<file path="src/rtl/decoder_8b10b_mlane_if.sv">
// Symbol-in / byte-out bundle for the multi-lane 8b/10b decoder.
interface decoder_8b10b_mlane_if #(
  parameter int unsigned LANES     = 2,
  parameter int unsigned ERR_CNT_W = 16
);
  logic                  DVI;
  logic [10*LANES-1:0]   DI;
  logic                  ERR_CLR;
  logic                  DVO;
  logic [8*LANES-1:0]    DO;
  logic [LANES-1:0]      K;
  logic [LANES-1:0]      COMMA;
  logic [LANES-1:0]      CODE_ERR;
  logic [LANES-1:0]      DISP_ERR;
  logic                  RD_OUT;
  logic [ERR_CNT_W-1:0]  ERR_CNT;

  modport master (
    output DVI, DI, ERR_CLR,
    input  DVO, DO, K, COMMA, CODE_ERR, DISP_ERR, RD_OUT, ERR_CNT
  );

  modport slave (
    input  DVI, DI, ERR_CLR,
    output DVO, DO, K, COMMA, CODE_ERR, DISP_ERR, RD_OUT, ERR_CNT
  );
endinterface

</file>
<file path="src/rtl/decoder_8b10b_mlane.sv">
// Registered LANES-wide 8b/10b decoder with running disparity chained lane 0 -> LANES-1,
// per-lane code/disparity flags, comma detect and a saturating error counter.
module decoder_8b10b_mlane #(
  parameter int unsigned LANES     = 2,
  parameter int unsigned ERR_CNT_W = 16,
  parameter bit          RD_INIT   = 1'b0
) (
  input  logic                   CLK,
  input  logic                   RST,
  decoder_8b10b_mlane_if.slave   bus
);

  localparam int unsigned CNT_W  = $clog2(LANES + 1);
  localparam int unsigned SUM_W  = ((ERR_CNT_W > CNT_W) ? ERR_CNT_W : CNT_W) + 1;
  localparam int unsigned RES_W  = 13;
  localparam logic [ERR_CNT_W-1:0] CNT_MAX = '1;

  // 5b/6b table, both RD columns: returns {valid, EDCBA}
  function automatic logic [5:0] dec6(input logic [5:0] s);
    case (s)
      6'b100111, 6'b011000: dec6 = {1'b1, 5'd0};
      6'b011101, 6'b100010: dec6 = {1'b1, 5'd1};
      6'b101101, 6'b010010: dec6 = {1'b1, 5'd2};
      6'b110001:            dec6 = {1'b1, 5'd3};
      6'b110101, 6'b001010: dec6 = {1'b1, 5'd4};
      6'b101001:            dec6 = {1'b1, 5'd5};
      6'b011001:            dec6 = {1'b1, 5'd6};
      6'b111000, 6'b000111: dec6 = {1'b1, 5'd7};
      6'b111001, 6'b000110: dec6 = {1'b1, 5'd8};
      6'b100101:            dec6 = {1'b1, 5'd9};
      6'b010101:            dec6 = {1'b1, 5'd10};
      6'b110100:            dec6 = {1'b1, 5'd11};
      6'b001101:            dec6 = {1'b1, 5'd12};
      6'b101100:            dec6 = {1'b1, 5'd13};
      6'b011100:            dec6 = {1'b1, 5'd14};
      6'b010111, 6'b101000: dec6 = {1'b1, 5'd15};
      6'b011011, 6'b100100: dec6 = {1'b1, 5'd16};
      6'b100011:            dec6 = {1'b1, 5'd17};
      6'b010011:            dec6 = {1'b1, 5'd18};
      6'b110010:            dec6 = {1'b1, 5'd19};
      6'b001011:            dec6 = {1'b1, 5'd20};
      6'b101010:            dec6 = {1'b1, 5'd21};
      6'b011010:            dec6 = {1'b1, 5'd22};
      6'b111010, 6'b000101: dec6 = {1'b1, 5'd23};
      6'b110011, 6'b001100: dec6 = {1'b1, 5'd24};
      6'b100110:            dec6 = {1'b1, 5'd25};
      6'b010110:            dec6 = {1'b1, 5'd26};
      6'b110110, 6'b001001: dec6 = {1'b1, 5'd27};
      6'b001110:            dec6 = {1'b1, 5'd28};
      6'b101110, 6'b010001: dec6 = {1'b1, 5'd29};
      6'b011110, 6'b100001: dec6 = {1'b1, 5'd30};
      6'b101011, 6'b010100: dec6 = {1'b1, 5'd31};
      default:              dec6 = 6'd0;
    endcase
  endfunction

  // 3b/4b table incl. P7 and A7: returns {valid, HGF}
  function automatic logic [3:0] dec4(input logic [3:0] s);
    case (s)
      4'b1011, 4'b0100:                   dec4 = {1'b1, 3'd0};
      4'b1001:                            dec4 = {1'b1, 3'd1};
      4'b0101:                            dec4 = {1'b1, 3'd2};
      4'b1100, 4'b0011:                   dec4 = {1'b1, 3'd3};
      4'b1101, 4'b0010:                   dec4 = {1'b1, 3'd4};
      4'b1010:                            dec4 = {1'b1, 3'd5};
      4'b0110:                            dec4 = {1'b1, 3'd6};
      4'b1110, 4'b0001, 4'b0111, 4'b1000: dec4 = {1'b1, 3'd7};
      default:                            dec4 = 4'd0;
    endcase
  endfunction

  // One symbol: returns {rd_out, disp_err, code_err, comma, k, byte}
  function automatic logic [12:0] decode_lane(input logic [9:0] sym, input logic rd_in);
    logic [5:0] s6;
    logic [3:0] s4, f4, d4;
    logic [5:0] d6;
    logic [4:0] x;
    logic       is_k28, kf, ok, a7m, a7p, k7m, k7p;
    logic       pos6, neg6, pos4, neg4, rd_mid, rd_o, derr, comma;
    s6     = sym[9:4];
    s4     = sym[3:0];
    is_k28 = (s6 == 6'b001111) || (s6 == 6'b110000);
    // K28 4b codes after 110000 are the complement of those after 001111
    f4     = (s6 == 6'b110000) ? ~s4 : s4;
    d6     = dec6(s6);
    d4     = dec4(is_k28 ? f4 : s4);
    a7m    = (s6 == 6'b100011) || (s6 == 6'b010011) || (s6 == 6'b001011);
    a7p    = (s6 == 6'b110100) || (s6 == 6'b101100) || (s6 == 6'b011100);
    k7m    = (s6 == 6'b111010) || (s6 == 6'b110110) || (s6 == 6'b101110) || (s6 == 6'b011110);
    k7p    = (s6 == 6'b000101) || (s6 == 6'b001001) || (s6 == 6'b010001) || (s6 == 6'b100001);
    kf     = 1'b0;
    ok     = d6[5] && d4[3];
    if (is_k28) begin
      kf = 1'b1;
      case (f4)
        4'b0100, 4'b1001, 4'b0101, 4'b0011,
        4'b0010, 4'b1010, 4'b0110, 4'b1000: ok = 1'b1;
        default:                            ok = 1'b0;
      endcase
    end else begin
      // x.7 alternates are only legal after the sub-blocks that need them
      case (s4)
        4'b0111: if (k7p) kf = 1'b1; else if (!a7m) ok = 1'b0;
        4'b1000: if (k7m) kf = 1'b1; else if (!a7p) ok = 1'b0;
        4'b1110: if (a7m) ok = 1'b0;
        4'b0001: if (a7p) ok = 1'b0;
        default: ;
      endcase
    end
    x      = is_k28 ? 5'd28 : d6[4:0];
    comma  = ok && is_k28 && ((d4[2:0] == 3'd1) || (d4[2:0] == 3'd5) || (d4[2:0] == 3'd7));
    pos6   = $countones(s6) > 3;
    neg6   = $countones(s6) < 3;
    pos4   = $countones(s4) > 2;
    neg4   = $countones(s4) < 2;
    derr   = (pos6 && rd_in) || (neg6 && !rd_in) ||
             ((s6 == 6'b111000) && rd_in) || ((s6 == 6'b000111) && !rd_in);
    rd_mid = pos6 ? 1'b1 : (neg6 ? 1'b0 : rd_in);
    derr   = derr || (pos4 && rd_mid) || (neg4 && !rd_mid) ||
             ((s4 == 4'b1100) && rd_mid) || ((s4 == 4'b0011) && !rd_mid);
    rd_o   = pos4 ? 1'b1 : (neg4 ? 1'b0 : rd_mid);
    decode_lane = {rd_o, derr, !ok, comma, ok && kf, ok ? {d4[2:0], x} : 8'h00};
  endfunction

  logic                 r_dvo;
  logic [8*LANES-1:0]   r_do;
  logic [LANES-1:0]     r_k, r_comma, r_code_err, r_disp_err;
  logic                 r_rd;
  logic [ERR_CNT_W-1:0] r_err_cnt;

  logic [8*LANES-1:0]   w_do;
  logic [LANES-1:0]     w_k, w_comma, w_code_err, w_disp_err;
  logic                 w_rd_nxt;
  logic [CNT_W-1:0]     w_nerr;
  logic [SUM_W-1:0]     w_sum;
  logic [ERR_CNT_W-1:0] w_err_cnt_nxt;

  // Lane decode with running disparity rippling from lane 0 upward
  always_comb begin
    logic             rd_v;
    logic [RES_W-1:0] res_v;
    rd_v       = r_rd;
    w_do       = '0;
    w_k        = '0;
    w_comma    = '0;
    w_code_err = '0;
    w_disp_err = '0;
    for (int n = 0; n < LANES; n++) begin
      res_v          = decode_lane(bus.DI[10*n +: 10], rd_v);
      rd_v           = res_v[12];
      w_disp_err[n]  = res_v[11];
      w_code_err[n]  = res_v[10];
      w_comma[n]     = res_v[9];
      w_k[n]         = res_v[8];
      w_do[8*n +: 8] = res_v[7:0];
    end
    w_rd_nxt = rd_v;
  end

  // Saturating error accumulation; a clear restarts from this word's errors
  always_comb begin
    w_nerr = CNT_W'($countones(w_code_err | w_disp_err));
    w_sum  = (bus.ERR_CLR ? SUM_W'(0) : SUM_W'(r_err_cnt)) + SUM_W'(w_nerr);
    if (bus.DVI)
      w_err_cnt_nxt = (w_sum > SUM_W'(CNT_MAX)) ? CNT_MAX : ERR_CNT_W'(w_sum);
    else if (bus.ERR_CLR)
      w_err_cnt_nxt = '0;
    else
      w_err_cnt_nxt = r_err_cnt;
  end

  always_ff @(posedge CLK) begin
    if (RST) begin
      r_dvo      <= 1'b0;
      r_do       <= '0;
      r_k        <= '0;
      r_comma    <= '0;
      r_code_err <= '0;
      r_disp_err <= '0;
      r_rd       <= RD_INIT;
      r_err_cnt  <= '0;
    end else begin
      r_dvo     <= bus.DVI;
      r_err_cnt <= w_err_cnt_nxt;
      if (bus.DVI) begin
        r_do       <= w_do;
        r_k        <= w_k;
        r_comma    <= w_comma;
        r_code_err <= w_code_err;
        r_disp_err <= w_disp_err;
        r_rd       <= w_rd_nxt;
      end
    end
  end

  assign bus.DVO      = r_dvo;
  assign bus.DO       = r_do;
  assign bus.K        = r_k;
  assign bus.COMMA    = r_comma;
  assign bus.CODE_ERR = r_code_err;
  assign bus.DISP_ERR = r_disp_err;
  assign bus.RD_OUT   = r_rd;
  assign bus.ERR_CNT  = r_err_cnt;

endmodule

</file>
<file path="src/flat_wrapper.sv">
// flat-port wrapper written by rule: the top's interface ports become plain ports
module decoder_8b10b_mlane_flat 
#(
  parameter int unsigned LANES     = 2,
  parameter int unsigned ERR_CNT_W = 16,
  parameter bit          RD_INIT   = 1'b0
)
  (CLK, RST, bus_DVI, bus_DI, bus_ERR_CLR, bus_DVO, bus_DO, bus_K, bus_COMMA, bus_CODE_ERR, bus_DISP_ERR, bus_RD_OUT, bus_ERR_CNT);
  decoder_8b10b_mlane_if #(.LANES(LANES), .ERR_CNT_W(ERR_CNT_W)) bus_i ();
  input  logic CLK;
  input  logic RST;
  input wire logic [$bits(bus_i.DVI)-1:0] bus_DVI;
  input wire logic [$bits(bus_i.DI)-1:0] bus_DI;
  input wire logic [$bits(bus_i.ERR_CLR)-1:0] bus_ERR_CLR;
  output wire logic [$bits(bus_i.DVO)-1:0] bus_DVO;
  output wire logic [$bits(bus_i.DO)-1:0] bus_DO;
  output wire logic [$bits(bus_i.K)-1:0] bus_K;
  output wire logic [$bits(bus_i.COMMA)-1:0] bus_COMMA;
  output wire logic [$bits(bus_i.CODE_ERR)-1:0] bus_CODE_ERR;
  output wire logic [$bits(bus_i.DISP_ERR)-1:0] bus_DISP_ERR;
  output wire logic [$bits(bus_i.RD_OUT)-1:0] bus_RD_OUT;
  output wire logic [$bits(bus_i.ERR_CNT)-1:0] bus_ERR_CNT;
  assign bus_i.DVI = bus_DVI;
  assign bus_i.DI = bus_DI;
  assign bus_i.ERR_CLR = bus_ERR_CLR;
  assign bus_DVO = bus_i.DVO;
  assign bus_DO = bus_i.DO;
  assign bus_K = bus_i.K;
  assign bus_COMMA = bus_i.COMMA;
  assign bus_CODE_ERR = bus_i.CODE_ERR;
  assign bus_DISP_ERR = bus_i.DISP_ERR;
  assign bus_RD_OUT = bus_i.RD_OUT;
  assign bus_ERR_CNT = bus_i.ERR_CNT;
  decoder_8b10b_mlane #(.LANES(LANES), .ERR_CNT_W(ERR_CNT_W), .RD_INIT(RD_INIT)) u_core (.CLK(CLK), .RST(RST), .bus(bus_i));
endmodule
</file>
<file path="config.mk">
export PLATFORM = sky130hd
export DESIGN_NAME = decoder_8b10b_mlane_flat
export DESIGN_NICKNAME = d
export VERILOG_FILES = /design/src/rtl/decoder_8b10b_mlane_if.sv /design/src/rtl/decoder_8b10b_mlane.sv /design/src/flat_wrapper.sv
export SDC_FILE = /design/constraint.sdc
export NUM_CORES = 1
export LEC_CHECK = 0
export ABC_CLOCK_PERIOD_IN_PS = 6400
export CORE_ASPECT_RATIO = 2
export CORE_MARGIN = 4
export CORE_UTILIZATION = 55
export DETAILED_ROUTE_END_ITERATION = 8
export MAX_ROUTING_LAYER = met4
export PLACE_DENSITY = 0.8
export SLEW_MARGIN = 10
export SYNTH_ARGS = -nofsm -noshare
export SYNTH_HDL_FRONTEND = slang
export SYNTH_SLANG_ARGS = --single-unit
</file>
<file path="constraint.sdc">
create_clock -name CLK -period 6.4 [get_ports CLK]
set_input_delay 1.28 -clock CLK [delete_from_list [all_inputs] [get_ports CLK]]
set_output_delay 1.28 -clock CLK [all_outputs]
set_load 0.05 [all_outputs]
</file>
After elaboration in Yosys (flattened, before gate mapping)
Memory sizes are Yosys's and may differ from the RTL's. Cells that the tools add are included.

Magnitude comparators: 9. Mux-type cells: 44. Bitwise operators: 3. $add $sub $neg: 18. Reduce and logical (&&, ||, !) cells: 71. Equal/unequal tests: 54.

Operators by type and width (count): $add A32 B32 Y32 (6); $gt A32 B3 Y1 const B (4); $lt A32 B3 Y1 const B (4); $eq A6 B6 Y1 const B (18); $mux W16 (4); $eq A6 B5 Y1 const B (8); $logic_or A1 B1 Y1 (40); $eq A6 B4 Y1 const B (6); $mux W1 (28); $eq A4 B4 Y1 const B (6); $eq A6 B3 Y1 const B (4); $logic_and A1 B1 Y1 (24); $add A1 B1 Y2 (11); $add A17 B2 Y17 (1); $gt A17 B16 Y1 const B (1); $mux W4 (4); $mux W8 (2); $eq A3 B3 Y1 const B (4); $mux W5 (2); $eq A4 B1 Y1 const B (2); $eq A4 B2 Y1 const B (2); $eq A4 B3 Y1 const B (2); $not A4 Y4 (2); $pmux W1 S4 (2); 5 further kinds (12).

Logic and storage cells: 213. Register bits after elaboration: 42. Input port bits: 24. Memories: 6. ROM bits: 928.

Memories: (name not given) (words 64, width 6, rd ports 1, clocked after memory_dff 0, write ports 0, line decoder_8b10b_mlane.sv:20) `case (s)`; (name not given) (words 64, width 6, rd ports 1, clocked after memory_dff 0, write ports 0, line decoder_8b10b_mlane.sv:20); (name not given) (words 16, width 4, rd ports 1, clocked after memory_dff 0, write ports 0, line decoder_8b10b_mlane.sv:59) `case (s)`; (name not given) (words 16, width 4, rd ports 1, clocked after memory_dff 0, write ports 0, line decoder_8b10b_mlane.sv:59); (name not given) (words 16, width 1, rd ports 1, clocked after memory_dff 0, write ports 0, line decoder_8b10b_mlane.sv:95) `case (f4)`; (name not given) (words 16, width 1, rd ports 1, clocked after memory_dff 0, write ports 0, line decoder_8b10b_mlane.sv:95).

Logic depth before layout (Yosys ltp)
Gate-level depths: netlist of the first run.

Depth in word-level cells: 23. Depth in mapped cells: 23. Gate-level depth less buffers: 21.

Least setup slack after synthesis of the first run
Ideal clock, no wire load.

Kind: input-to-reg. Start point: input port bus_DI[8]. End point: register u_core.r_err_cnt[10], in the netlist u_core.bus.ERR_CNT[10]. Path slack: 1.088 ns. Data arrival time: 5.247 ns. Library setup time: 0.065 ns. Cell stages on the path: 21. Cells stage by stage: clkbuf_1 > clkbuf_1 > inv_1 > ha_1 > fa_1 > ha_1 > inv_1 > ha_1 > nand3_1 > a21oi_1 > mux2i_1 > nor2_1 > o21ai_0 > fa_1 > ha_1 > inv_1 > nor4_2 > nand2_1 > nor3_1 > mux2_2 > nor2_1.

Word-level cells in the longest chain between the ends: 22. Elaborated cells on any way between the ends: 93.

RTL lines: start: declaration (line flat_wrapper.sv:13) `input wire logic [$bits(bus_i.DI)-1:0] bus_DI;`; $add A1 B1 Y2 (not written as such) (line decoder_8b10b_mlane.sv:112, decoder_8b10b_mlane.sv:113); $add A32 B32 Y32 (not written as such) (line decoder_8b10b_mlane.sv:112, decoder_8b10b_mlane.sv:113); $lt A32 B3 Y1 (line decoder_8b10b_mlane.sv:113) `neg6 = $countones(s6) < 3;`; $mux W1 (2 in a row) (line decoder_8b10b_mlane.sv:118) `rd_mid = pos6 ? 1'b1 : (neg6 ? 1'b0 : rd_in);`; $mux W1 (2 in a row) (line decoder_8b10b_mlane.sv:121) `rd_o = pos4 ? 1'b1 : (neg4 ? 1'b0 : rd_mid);`; $logic_not A1 Y1 (line decoder_8b10b_mlane.sv:116, decoder_8b10b_mlane.sv:117); $logic_and A1 B1 Y1 (line decoder_8b10b_mlane.sv:116) `derr = (pos6 && rd_in) || (neg6 && !rd_in) ||`; $logic_or A1 B1 Y1 (2 in a row) (line decoder_8b10b_mlane.sv:116); $logic_or A1 B1 Y1 (line decoder_8b10b_mlane.sv:117) `((s6 == 6'b111000) && rd_in) || ((s6 == 6'b000111) && !rd_in);`; $logic_or A1 B1 Y1 (3 in a row) (line decoder_8b10b_mlane.sv:119) `derr = derr || (pos4 && rd_mid) || (neg4 && !rd_mid) ||`; $logic_or A1 B1 Y1 (line decoder_8b10b_mlane.sv:120) `((s4 == 4'b1100) && rd_mid) || ((s4 == 4'b0011) && !rd_mid);`; $or A2 B2 Y2 (*) (line decoder_8b10b_mlane.sv:162) `w_nerr = CNT_W'($countones(w_code_err | w_disp_err));`; $add A1 B1 Y2 (not written as such) (*) (line decoder_8b10b_mlane.sv:162); $add A17 B2 Y17 (*) (line decoder_8b10b_mlane.sv:163) `w_sum = (bus.ERR_CLR ? SUM_W'(0) : SUM_W'(r_err_cnt)) + SUM_W'(w_nerr);`; $gt A17 B16 Y1 (line decoder_8b10b_mlane.sv:165) `w_err_cnt_nxt = (w_sum > SUM_W'(CNT_MAX)) ? CNT_MAX : ERR_CNT_W'(w_sum);`; $mux W16 (*) (line decoder_8b10b_mlane.sv:165); $mux W16 (*) (line decoder_8b10b_mlane.sv:164) `if (bus.DVI)`; end signal: assignment (line decoder_8b10b_mlane.sv:184) `r_err_cnt <= w_err_cnt_nxt;`; end: declaration (line decoder_8b10b_mlane.sv:129) `logic [ERR_CNT_W-1:0] r_err_cnt;`.

Every way passes the cells marked *; elsewhere a longest branch is shown, timed or not. A chain may end at the register's enable or synchronous reset.

Worst setup path in the final report of the first run
Start point: input port bus_DI[18]. End point: register u_core.r_err_cnt[15], in the netlist u_core.bus.ERR_CNT[15].

Word-level cells in the longest chain between the ends: 17. Elaborated cells on any way between the ends: 72.

RTL lines (line): $add A1 B1 Y2 (not written as such) (decoder_8b10b_mlane.sv:112, decoder_8b10b_mlane.sv:113); $add A32 B32 Y32 (not written as such) (decoder_8b10b_mlane.sv:112, decoder_8b10b_mlane.sv:113); $gt A32 B3 Y1 or $lt A32 B3 Y1 (tied branches) (decoder_8b10b_mlane.sv:112, decoder_8b10b_mlane.sv:113); $logic_and A1 B1 Y1 (decoder_8b10b_mlane.sv:116); $logic_or A1 B1 Y1 (2 in a row) (decoder_8b10b_mlane.sv:116); $logic_or A1 B1 Y1 (decoder_8b10b_mlane.sv:117); $logic_or A1 B1 Y1 (3 in a row) (decoder_8b10b_mlane.sv:119); $logic_or A1 B1 Y1 (decoder_8b10b_mlane.sv:120); $or A2 B2 Y2 (*) (decoder_8b10b_mlane.sv:162); $add A1 B1 Y2 (not written as such) (*) (decoder_8b10b_mlane.sv:162); $add A17 B2 Y17 (*) (decoder_8b10b_mlane.sv:163); $gt A17 B16 Y1 (decoder_8b10b_mlane.sv:165); $mux W16 (*) (decoder_8b10b_mlane.sv:165); $mux W16 (*) (decoder_8b10b_mlane.sv:164).

Marked as above.

==> qor.yml, run 1 <==
outcome:
  status: "completed"
routing:
  vias: 5092
  drc_errors: 0
  ant_nets: 0
  viasPerCell: 6.613
  first_iter_violations: 387
  routedWlPerCell_um: 19.72
  dr.pass1.iters: 5
  totalWireLength_um: 15180
place:
  hpwl_um: 11630
  port_buffers: 65
  gp_congestion: 1.017
  dp.cells: 762
synth:
  postSynth.asyncResetShare_pct: 0
  synth_top_area_share_pct: 18.20
  yosysWarningCount: 0
  netlist_area_mm2: 0.004619
  synth_ff_type: "dfxtp_1"
  synth_seq_area_share_pct: 18.20
  synth-seq-cells: 42
  synth_cell_types: 71
  syn_area_per_cell_um2: 7.475
  syn_inst: 618
  synth.area.top_cells: "dfxtp_1 (18%), ha_1 (13%), nand2_1 (5.0%), o21ai_0 (4.3%), a211oi_1 (4.2%)"
  synth_edf_count: 0
  yosys.area.top_type: "dfxtp_1"
  syn-num-nets: 697
flow_run:
  maxCapViolations: 0
worst_setup_path:
  critPathBufInv: 4
  cp_max_fo: 12
  cpMostUsedCell: "ha_1"
  worstSetupPathType: "input port to flip-flop"
  worst_ep_arrival_time_ns: 6.04
  cp_top_family: "adder cells"
  critPathMaxStageDelay_ns: 0.72
  required_ns: 6.59
  cp-start-kind: "input port"
  slowest_stage: "clkdlybuf4s50_1"
  rrSetupSlack_ns: 3.07
  endpoint_kind: "flip-flop"
  path_cells: "clkdlybuf4s50_1 -> ha_1 -> fa_1 -> ha_1 -> inv_1 -> ha_1 -> inv_1 -> a21oi_1 -> mux2i_1 -> nor2_1 -> o21ai_0 -> fa_1 -> ha_1 -> inv_1 -> nor4_2 -> a21bo_2 -> nor2_1 -> a211o_2 -> a21oi_1"
global_routing:
  grt_start_max_net_pins: 27
  grtUsageTotal_pct: 31.41
  grt_pass1_wl_um: 24490
  grt_overflow: 0
  antenna_found_initial: 0
  grt_pass1_vias: 5055
layout:
  syn_to_final_growth_pct: 20.42
  final-instance-count-excl-fill: 770
  finalNetCount: 750
  drive_gt1_share_pct: 8.036
  n_antenna_cell: 0
die:
  io_pins: 66
  die_area_mm2: 0.01002
  rows: 47
  die_x_um: 72.81
  core_area_mm2: 0.008233
  initial_core_util_pct: 56.11
  fp.dieH_um: 137.6
sta:
  tightest_slew_ns: 0.9729
  min_period_ns: 5.843
  slew_headroom_pct: 34.94
  hold_ws_ns: 0.4555
  rsz0062_at_grt: "no"
  fmax_ghz: 0.1712
  skew_ns: 0.004600
  finalSetupViolCount: 0
  maxSlewViolCount: 0
  fin_tns_setup_ns: 0
  finalHoldViolCount: 0
  fin_crit_sh_pct: 91.29
power_and_ir_drop:
  powerDensity_mw_per_mm2: 171.8
  ir_drop_mv: 0.1276
  power.static_leakage_nw: 2.199
clocking:
  h-tree-depth: 2
  cts_hold_buf: 0
  cts_setup_buffers: 0
  clock_latency_ns: 0.28
  cts_resized: 0
  cts.sinks: 42
  clk_path_buf_depth: 2
  numCtsBuffers: 5
  clkSlewWorstSetupHoldPaths_ns: 0.06
  clock-root-buffer: "clkbuf_16"
  cts_tree: "built"
hold_path:
  hold_class: "flip-flop to flip-flop"
## final timing paths
check	endpoint	cells past startpoint	startpoint
setup / recovery	u_core.bus.ERR_CNT[15]$_SDFFE_PP0P_	19	bus_DI[18]
hold / removal	u_core.bus.DO[2]$_SDFFE_PP0P_	2	u_core.bus.DO[2]$_SDFFE_PP0P_
setup reg to reg	u_core.bus.ERR_CNT[11]$_SDFFE_PP0P_	14	u_core.bus.RD_OUT$_SDFFE_PP0P_
hold reg to reg	u_core.bus.DO[2]$_SDFFE_PP0P_	2	u_core.bus.DO[2]$_SDFFE_PP0P_
## stage by stage
stage / worst slack [ns] / cell area [um^2] / total power, W / utilization [%]
2_1_floorplan: 1.088 / 4619 / 0.0005449 / -
3_3_place_gp: 0.4889 / 5398 / 0.0006605 / 65.56
3_5_place_dp: 0.3821 / 5398 / 0.0006699 / 65.56
4_1_cts: 0.6492 / 5563 / 0.0009532 / 67.57
5_1_grt: 0.1667 / 5563 / 0.001010 / 67.57
6_report: 0.5575 / 5563 / 0.0009556 / 67.57
## kinds of logic (layout without fill, tap and decap cells)
logic type / Yosys count / in the layout / synth area share (%)
AO/OA/AOI/OAI: 209 / 209 / 31.64
AND/OR/NAND/NOR: 204 / 204 / 22.05
buffers and inverters: 85 / 139 / 7.205
adder cells (fa/ha/maj): 61 / 61 / 17.33
flip-flops: 42 / 42 / 18.20
multiplexers: 10 / 10 / 2.248
XOR/XNOR: 7 / 7 / 1.327
## worst min-delay path, stage by stage, from the launching register on
cell,delay [ns]
dfxtp_1,0.32
nand2_1,0.05
o31ai_1,0.05
## cell usage in the layout (no fill, tap or decap), types with 4 or more instances in the layout
cell type        Yosys  final
fa_1                 7      7
ha_1                48     48
nand3_1             29     29
nand2_1             61     61
dfxtp_1             42     42
inv_1               42     42
nor2b_1              7      7
a311oi_1             4      4
a221oi_1             6      6
o211ai_1            10     10
buf_4                0     24
a211oi_1            26     26
o21ai_0             40     40
o31ai_1             12     12
a31oi_1             10     10
nand4_1              5      5
and3_1               4      4
o311ai_0             4      4
a32o_1               4      4
nand2b_1             7      7
nor3_1              16     16
nor2_1              49     49
clkbuf_16            0      5
mux2i_1              7      7
a21boi_0             8      8
clkdlybuf4s50_1      0     65
xnor2_1              5      5
a21oi_1             36     36
a22o_1               8      8
maj3_1               6      6
## power breakdown
group	internal, W	switching (W)	leakage [nW]
Combinational	0.000143	0.000241	1.77
Sequential	0.000276	0.0000123	0.343
Clock	0.000182	0.000100	0.0836
Total	0.000602	0.000353	2.20
## cells in the mapped netlist, types with 6 or more instances
cell,instances
a221oi_1,6
buf_1,6
o211ai_1,10
nand3_1,29
nand2_1,61
a21oi_1,36
nor2b_1,7
ha_1,48
mux2i_1,7
nor2_1,49
clkbuf_1,31
maj3_1,6
inv_1,42
a211oi_1,26
nor3_1,16
o21ai_0,40
a22o_1,8
o31ai_1,12
dfxtp_1,42
a21boi_0,8
fa_1,7
nand2b_1,7
a31oi_1,10
## state kept, by name, indices dropped and copies added, names as in the netlist
register             flops
u_core.bus.CODE_ERR      2
u_core.bus.DISP_ERR      2
u_core.bus.DVO           1
u_core.bus.K             2
u_core.bus.DO           16
u_core.bus.COMMA         2
u_core.bus.ERR_CNT      16
u_core.bus.RD_OUT        1
## final cells by class
type                    count  area, um^2
fillers                   759        2670
flip-flops and latches     42       840.8
multi-input cells         491        3446
clock buffers               5       125.1
well taps                  98       122.6
inverters                  42       157.7
clock inverters             3       40.04
repair buffers             89       830.8
## routing by layer
layer	GRT usage, %	routed length, um	vias up
li1	-	-	2389
met3	2.922	640	73
met2	56.99	8107	246
met4	19.51	1048	0
met5	-	0	-
met1	31.30	5386	2384
(Power assumes the default switching activity.)
==> inputs of run 2 (changes only) <==
--- a/config.mk
+++ b/config.mk
@@ -5,7 +5,7 @@
 export SDC_FILE = /design/constraint.sdc
 export NUM_CORES = 1
 export LEC_CHECK = 0
-export ABC_CLOCK_PERIOD_IN_PS = 6400
+export ABC_CLOCK_PERIOD_IN_PS = 7400
 export CORE_ASPECT_RATIO = 2
 export CORE_MARGIN = 4
 export CORE_UTILIZATION = 55
==> constraint.sdc (replaced) <==
create_clock -name CLK -period 7.4 [get_ports CLK]
set_input_delay 1.48 -clock CLK [delete_from_list [all_inputs] [get_ports CLK]]
set_output_delay 1.48 -clock CLK [all_outputs]
set_load 0.05 [all_outputs]
==> run 2 against run 1 <==
- worst hold slack better by 0.0032 ns
- worst setup slack improved by 0.59 ns
- flip-flop and latch count unchanged
- register-to-register slack better by 0.99 ns
- clock power fell by 13%
- critical path depth grew 2
- total power fell by 14%
- clock skew decreased by 0.0010 ns
- critical endpoint unchanged
- largest cell class unchanged
- highest routed layer unchanged
==> qor.yml, run 2 (synthesized netlist as in run 1, its figures left out) <==
routing:
  first_iter_violations: 368
  drc_errors: 0
  dr.pass1.iters: 5
  routedWlPerCell_um: 19.50
  totalWireLength_um: 14760
  vias: 4989
  viasPerCell: 6.590
  ant_nets: 0
place:
  post-place-ws_ns: 0.9675
  post_dp_cell_area_mm2: 0.005300
  hpwl_um: 11220
  gp_congestion: 0.9473
  port_buffers: 65
die:
  io_pins: 66
  initial_core_util_pct: 56.11
  die_x_um: 72.81
  core_area_mm2: 0.008233
  rows: 47
  die_area_mm2: 0.01002
  fp.dieH_um: 137.6
sta:
  finalHoldViolCount: 0
  tightest_slew_ns: 0.8565
  skew_ns: 0.003585
  fin_ws_ns: 1.151
  min_period_ns: 6.249
  fin_tns_setup_ns: 0
  fmax_ghz: 0.1600
  maxSlewViolCount: 0
  finalSetupViolCount: 0
  rsz0062_at_grt: "no"
  fin_crit_sh_pct: 84.44
  slew_headroom_pct: 42.72
worst_setup_path:
  endpoint: "u_core.bus.ERR_CNT[15]$_SDFFE_PP0P_"
  path_cells: "clkdlybuf4s50_1 -> ha_1 -> inv_1 -> fa_1 -> inv_1 -> ha_1 -> inv_1 -> ha_1 -> nand3_1 -> a21oi_1 -> mux2i_1 -> nor2_1 -> o21ai_0 -> fa_1 -> ha_1 -> inv_1 -> nor4_2 -> a21bo_2 -> nor2_1 -> a211o_2 -> a21oi_1"
  critPathBufInv: 5
  cp-start-kind: "input port"
  worst_ep_arrival_time_ns: 6.44
  cp_top_family: "adder cells"
  endpoint_kind: "flip-flop"
  worstSetupPathType: "input port to flip-flop"
  critPathMaxStageDelay_ns: 0.72
  regToRegStartpoint: "u_core.bus.RD_OUT$_SDFFE_PP0P_"
  crit_start: "bus_DI[9]"
  cp_max_fo: 12
  slowest_stage: "clkdlybuf4s50_1"
  reg2reg_to: "u_core.bus.ERR_CNT[15]$_SDFFE_PP0P_"
  required_ns: 7.60
  reg2reg_depth: 14
  rrSetupSlack_ns: 4.06
  cp.depth: 21
clocking:
  h-tree-depth: 2
  cts_setup_buffers: 0
  cts_hold_buf: 0
  clock_latency_ns: 0.28
  numCtsBuffers: 5
  clk_path_buf_depth: 2
  cts.sinks: 42
  cts_tree: "built"
  clkSlewWorstSetupHoldPaths_ns: 0.06
  clock-root-buffer: "clkbuf_16"
  cts_resized: 0
global_routing:
  grt_pass1_wl_um: 23340
  grt_overflow: 0
  grt_pass1_vias: 4829
  grt_start_max_net_pins: 31
  antenna_found_initial: 0
  grtUsageTotal_pct: 30.08
power_and_ir_drop:
  p_int_w: 0.0005167
  pwr-share-clk_pct: 30.0
  comb_power_share_pct: 39.5
  p_sw_w: 0.0003027
  p_seq_share_pct: 30.5
  switching_share_pct: 36.94
  power.static_leakage_nw: 2.130
  ir_drop_mv: 0.1080
  powerDensity_mw_per_mm2: 150.0
outcome:
  status: "completed"
layout:
  design_area_mm2: 0.005463
  n_antenna_cell: 0
  fin_util_pct: 66.35
  fillers: 716
  drive_gt1_share_pct: 5.918
  layout_common_cells: "clkdlybuf4s50_1 (65), nand2_1 (61), nor2_1 (49)"
  syn_to_final_growth_pct: 18.26
  final_common_cell: "clkdlybuf4s50_1"
  finalNetCount: 737
flow_run:
  maxCapViolations: 0
hold_path:
  hold_class: "flip-flop to flip-flop"
run 2: cell types whose count changed in the layout (fill, tap and decap cells not counted):
cell and delta:
clkbuf_1 +2, clkinv_2 -2, buf_4 -13
run 2: worst min-delay path by stage:
stage	slack, ns	end	cells past startpoint	startpoint
6_report	0.46	u_core.bus.DO[5]$_SDFFE_PP0P_	2	u_core.bus.DO[5]$_SDFFE_PP0P_
5_1_grt	0.47	u_core.bus.DO[5]$_SDFFE_PP0P_	2	u_core.bus.DO[5]$_SDFFE_PP0P_
4_1_cts	0.46	u_core.bus.DO[2]$_SDFFE_PP0P_	2	u_core.bus.DO[2]$_SDFFE_PP0P_
3_5_place_dp	0.45	u_core.bus.DO[2]$_SDFFE_PP0P_	2	u_core.bus.DO[2]$_SDFFE_PP0P_
3_3_place_gp	0.45	u_core.bus.DO[2]$_SDFFE_PP0P_	2	u_core.bus.DO[2]$_SDFFE_PP0P_
2_1_floorplan	0.67	u_core.bus.DO[6]$_SDFFE_PP0P_	2	u_core.bus.DO[6]$_SDFFE_PP0P_
run 2: final cells by class:
class                      count  area, um^2  area share (%)
clock buffer                   7       132.6           2.428
clock inverter                 1       30.03          0.5497
inverter                      42       157.7           2.886
multi-input combinational    491        3446           63.08
sequential                    42       840.8           15.39
tap                           98       122.6           2.245
timing repair buffer          76       733.2           13.42
run 2: worst min-delay path, cell delays in order (launching register included):
cell and delay (ns):
dfxtp_1 0.32, nand2_1 0.04, o21ai_0 0.06
run 2: metal layers:
metal  share of wire, %  vias to the layer above  track usage [%]
met5                  0                        -                -
met4                8.1                        0            22.38
met3                4.7                       66            3.287
met2                 52                      216            53.32
met1                 35                     2342            29.18
li1                   -                     2365                -
run 2: metrics by stage:
stage	power [W]	instances	hold slack, ns
6_report	0.0008194	757	0.4587
5_1_grt	0.0008566	757	0.4688
4_1_cts	0.0008164	757	0.4583
3_5_place_dp	0.0005705	749	0.4452
3_3_place_gp	0.0005648	749	0.4450
2_1_floorplan	0.0004712	618	0.6726
run 2: power by group through the flow:
stage	Clock, W	Combinational [W]	Sequential [W]
6_report	0.000246	0.000323	0.000250
2_1_floorplan	0	0.000176	0.000295
5_1_grt	0.000257	0.000348	0.000251
3_5_place_dp	0	0.000316	0.000255
3_3_place_gp	0	0.000311	0.000254
4_1_cts	0.000247	0.000319	0.000250
==> inputs of run 3 (changes only) <==
--- a/config.mk
+++ b/config.mk
@@ -5,13 +5,13 @@
 export SDC_FILE = /design/constraint.sdc
 export NUM_CORES = 1
 export LEC_CHECK = 0
-export ABC_CLOCK_PERIOD_IN_PS = 7400
+export ABC_CLOCK_PERIOD_IN_PS = 5500
 export CORE_ASPECT_RATIO = 2
 export CORE_MARGIN = 4
-export CORE_UTILIZATION = 55
+export CORE_UTILIZATION = 51
 export DETAILED_ROUTE_END_ITERATION = 8
 export MAX_ROUTING_LAYER = met4
-export PLACE_DENSITY = 0.8
+export PLACE_DENSITY = 0.78
 export SLEW_MARGIN = 10
 export SYNTH_ARGS = -nofsm -noshare
 export SYNTH_HDL_FRONTEND = slang
==> constraint.sdc (replaced) <==
create_clock -name CLK -period 5.5 [get_ports CLK]
set_input_delay 1.1 -clock CLK [delete_from_list [all_inputs] [get_ports CLK]]
set_output_delay 1.1 -clock CLK [all_outputs]
set_load 0.05 [all_outputs]
==> run 3 against run 2 <==
- final cell count rose by 6.2%
- critical endpoint is now u_core.bus.ERR_CNT[6]$_SDFFE_PP0P_
- critical path type unchanged
- highest routed layer unchanged
- combinational power rose by 45%
- worst setup slack got worse by 0.85 ns
- total power grew 34%
- first-iteration DRC count decreased by 1.6%
- critical path depth unchanged
==> qor.yml, run 3 (synthesized netlist as in run 1, its figures left out) <==
die:
  fp.dieH_um: 142.6
  core_area_mm2: 0.008708
  die_x_um: 75.30
  io_pins: 66
  die_area_mm2: 0.01074
  initial_core_util_pct: 53.05
  rows: 48
power_and_ir_drop:
  ir_drop_mv: 0.1925
  power.static_leakage_nw: 2.357
  powerDensity_mw_per_mm2: 189.3
layout:
  final-instance-count-excl-fill: 804
  syn_to_final_growth_pct: 25.65
  design_area_mm2: 0.005804
  layout.area.seq_um2: 840.8
  fillers: 790
  drive_gt1_share_pct: 12.36
  layout_common_cells: "clkdlybuf4s50_1 (65), nand2_1 (61), buf_4 (56)"
  final_common_cell: "clkdlybuf4s50_1"
  n_antenna_cell: 0
  finalNetCount: 782
  fin_util_pct: 66.65
  multiInputGateArea_mm2: 0.003458
clocking:
  clock-root-buffer: "clkbuf_16"
  cts.sinks: 42
  cts_tree: "built"
  clock_latency_ns: 0.28
  numCtsBuffers: 5
  clkSlewWorstSetupHoldPaths_ns: 0.06
  h-tree-depth: 2
  cts_hold_buf: 0
  clk_path_buf_depth: 2
place:
  hpwl_um: 12070
  port_buffers: 65
  dp.cells: 796
  post_dp_cell_area_mm2: 0.005640
  gp_congestion: 0.9779
routing:
  drc_errors: 0
  totalWireLength_um: 15440
  first_iter_violations: 362
  dr.pass1.iters: 5
  viasPerCell: 6.510
  routedWlPerCell_um: 19.21
  vias: 5234
  ant_nets: 0
sta:
  skew_ns: 0.005444
  rsz0062_at_grt: "no"
  finalHoldViolCount: 0
  fmax_ghz: 0.1924
  maxSlewViolCount: 0
  fin_crit_sh_pct: 94.48
  min_period_ns: 5.197
  tightest_slew_ns: 0.8491
  finalSetupViolCount: 0
  slew_headroom_pct: 43.22
global_routing:
  grt_overflow: 0
  antenna_found_initial: 0
  grt_start_max_net_pins: 28
  grtUsageTotal_pct: 29.78
  grt_pass1_wl_um: 24540
  grt_pass1_vias: 5134
worst_setup_path:
  worst_ep_arrival_time_ns: 5.33
  cp_max_fo: 8
  required_ns: 5.64
  cp-start-kind: "input port"
  worstSetupPathType: "input port to flip-flop"
  endpoint_kind: "flip-flop"
hold_path:
  hold_class: "flip-flop to flip-flop"
outcome:
  status: "completed"
flow_run:
  maxCapViolations: 0
==> run 3: cell types whose count changed in the layout (fill, tap and decap cells not counted), sizes merged <==
cell      delta
buf         +45
bufinv       -1
clkbuf       -1
clkinv       +1
clkinvlp     +1
==> run 3: where the power goes <==
part | switching (W) | internal, W
combinational | 0.000281 | 0.000185
clock | 0.000116 | 0.000179
sequential | 0.0000144 | 0.000322
==> run 3: critical path, stage by stage <==
cell,delay [ns]
clkdlybuf4s50_1,0.51
ha_1,0.20
inv_1,0.07
fa_1,0.53
inv_1,0.05
ha_1,0.18
inv_1,0.05
ha_1,0.24
nand3_1,0.10
a21oi_1,0.21
mux2i_1,0.10
nor2_1,0.21
o21ai_0,0.17
fa_1,0.44
ha_1,0.22
inv_1,0.13
nor4_4,0.07
a21boi_2,0.34
a21oi_1,0.16
a31oi_1,0.18
nor2_1,0.06
==> run 3: worst paths after layout <==
path | slack [ns] | depth (start not counted) | endpoint | start
max | 0.30 | 21 | u_core.bus.ERR_CNT[6]$_SDFFE_PP0P_ | bus_DI[8]
min | 0.46 | 2 | u_core.bus.DO[15]$_SDFFE_PP0P_ | u_core.bus.DO[15]$_SDFFE_PP0P_
max reg2reg | 2.33 | 14 | u_core.bus.ERR_CNT[6]$_SDFFE_PP0P_ | u_core.bus.RD_OUT$_SDFFE_PP0P_
min reg2reg | 0.46 | 2 | u_core.bus.DO[15]$_SDFFE_PP0P_ | u_core.bus.DO[15]$_SDFFE_PP0P_
==> run 3: routing by layer <==
| layer | vias up | wire, um | track usage (%) |
|---|---|---|---|
| met4 | 0 | 1080 | 17.70 |
| met1 | 2475 | 5452 | 29.48 |
| met3 | 69 | 694 | 3.607 |
| met2 | 235 | 8215 | 52.94 |
| li1 | 2455 | - | - |
| met5 | - | 0 | - |
==> run 3: metrics by stage <==
step | hold slack (ns) | setup WS [ns] | total power (W) | setup TNS [ns]
2_1_floorplan | 0.6726 | 0.3676 | 0.0006340 | 0
3_3_place_gp | 0.4473 | 0.04632 | 0.0007939 | 0
3_5_place_dp | 0.4452 | -0.09693 | 0.0008011 | -0.3956
4_1_cts | 0.4620 | 0.1482 | 0.001097 | 0
5_1_grt | 0.4914 | 0.04373 | 0.001159 | 0
6_report | 0.4630 | 0.3035 | 0.001099 | 0
==> run 3: layout make-up <==
type                            count  share of cell area [%]
Clock buffer                        6                   2.393
Clock inverter                      2                  0.2156
Inverter                           42                   2.716
Multi-Input combinational cell    491                   59.58
Sequential cell                    42                   14.49
Tap cell                          100                   2.156
Timing Repair Buffer              121                   18.45
==> run 3: what timing repair did <==
item,in CTS,in global routing
setup endpoints to repair,0,13
resized for setup,0,3
buffers inserted,0,0
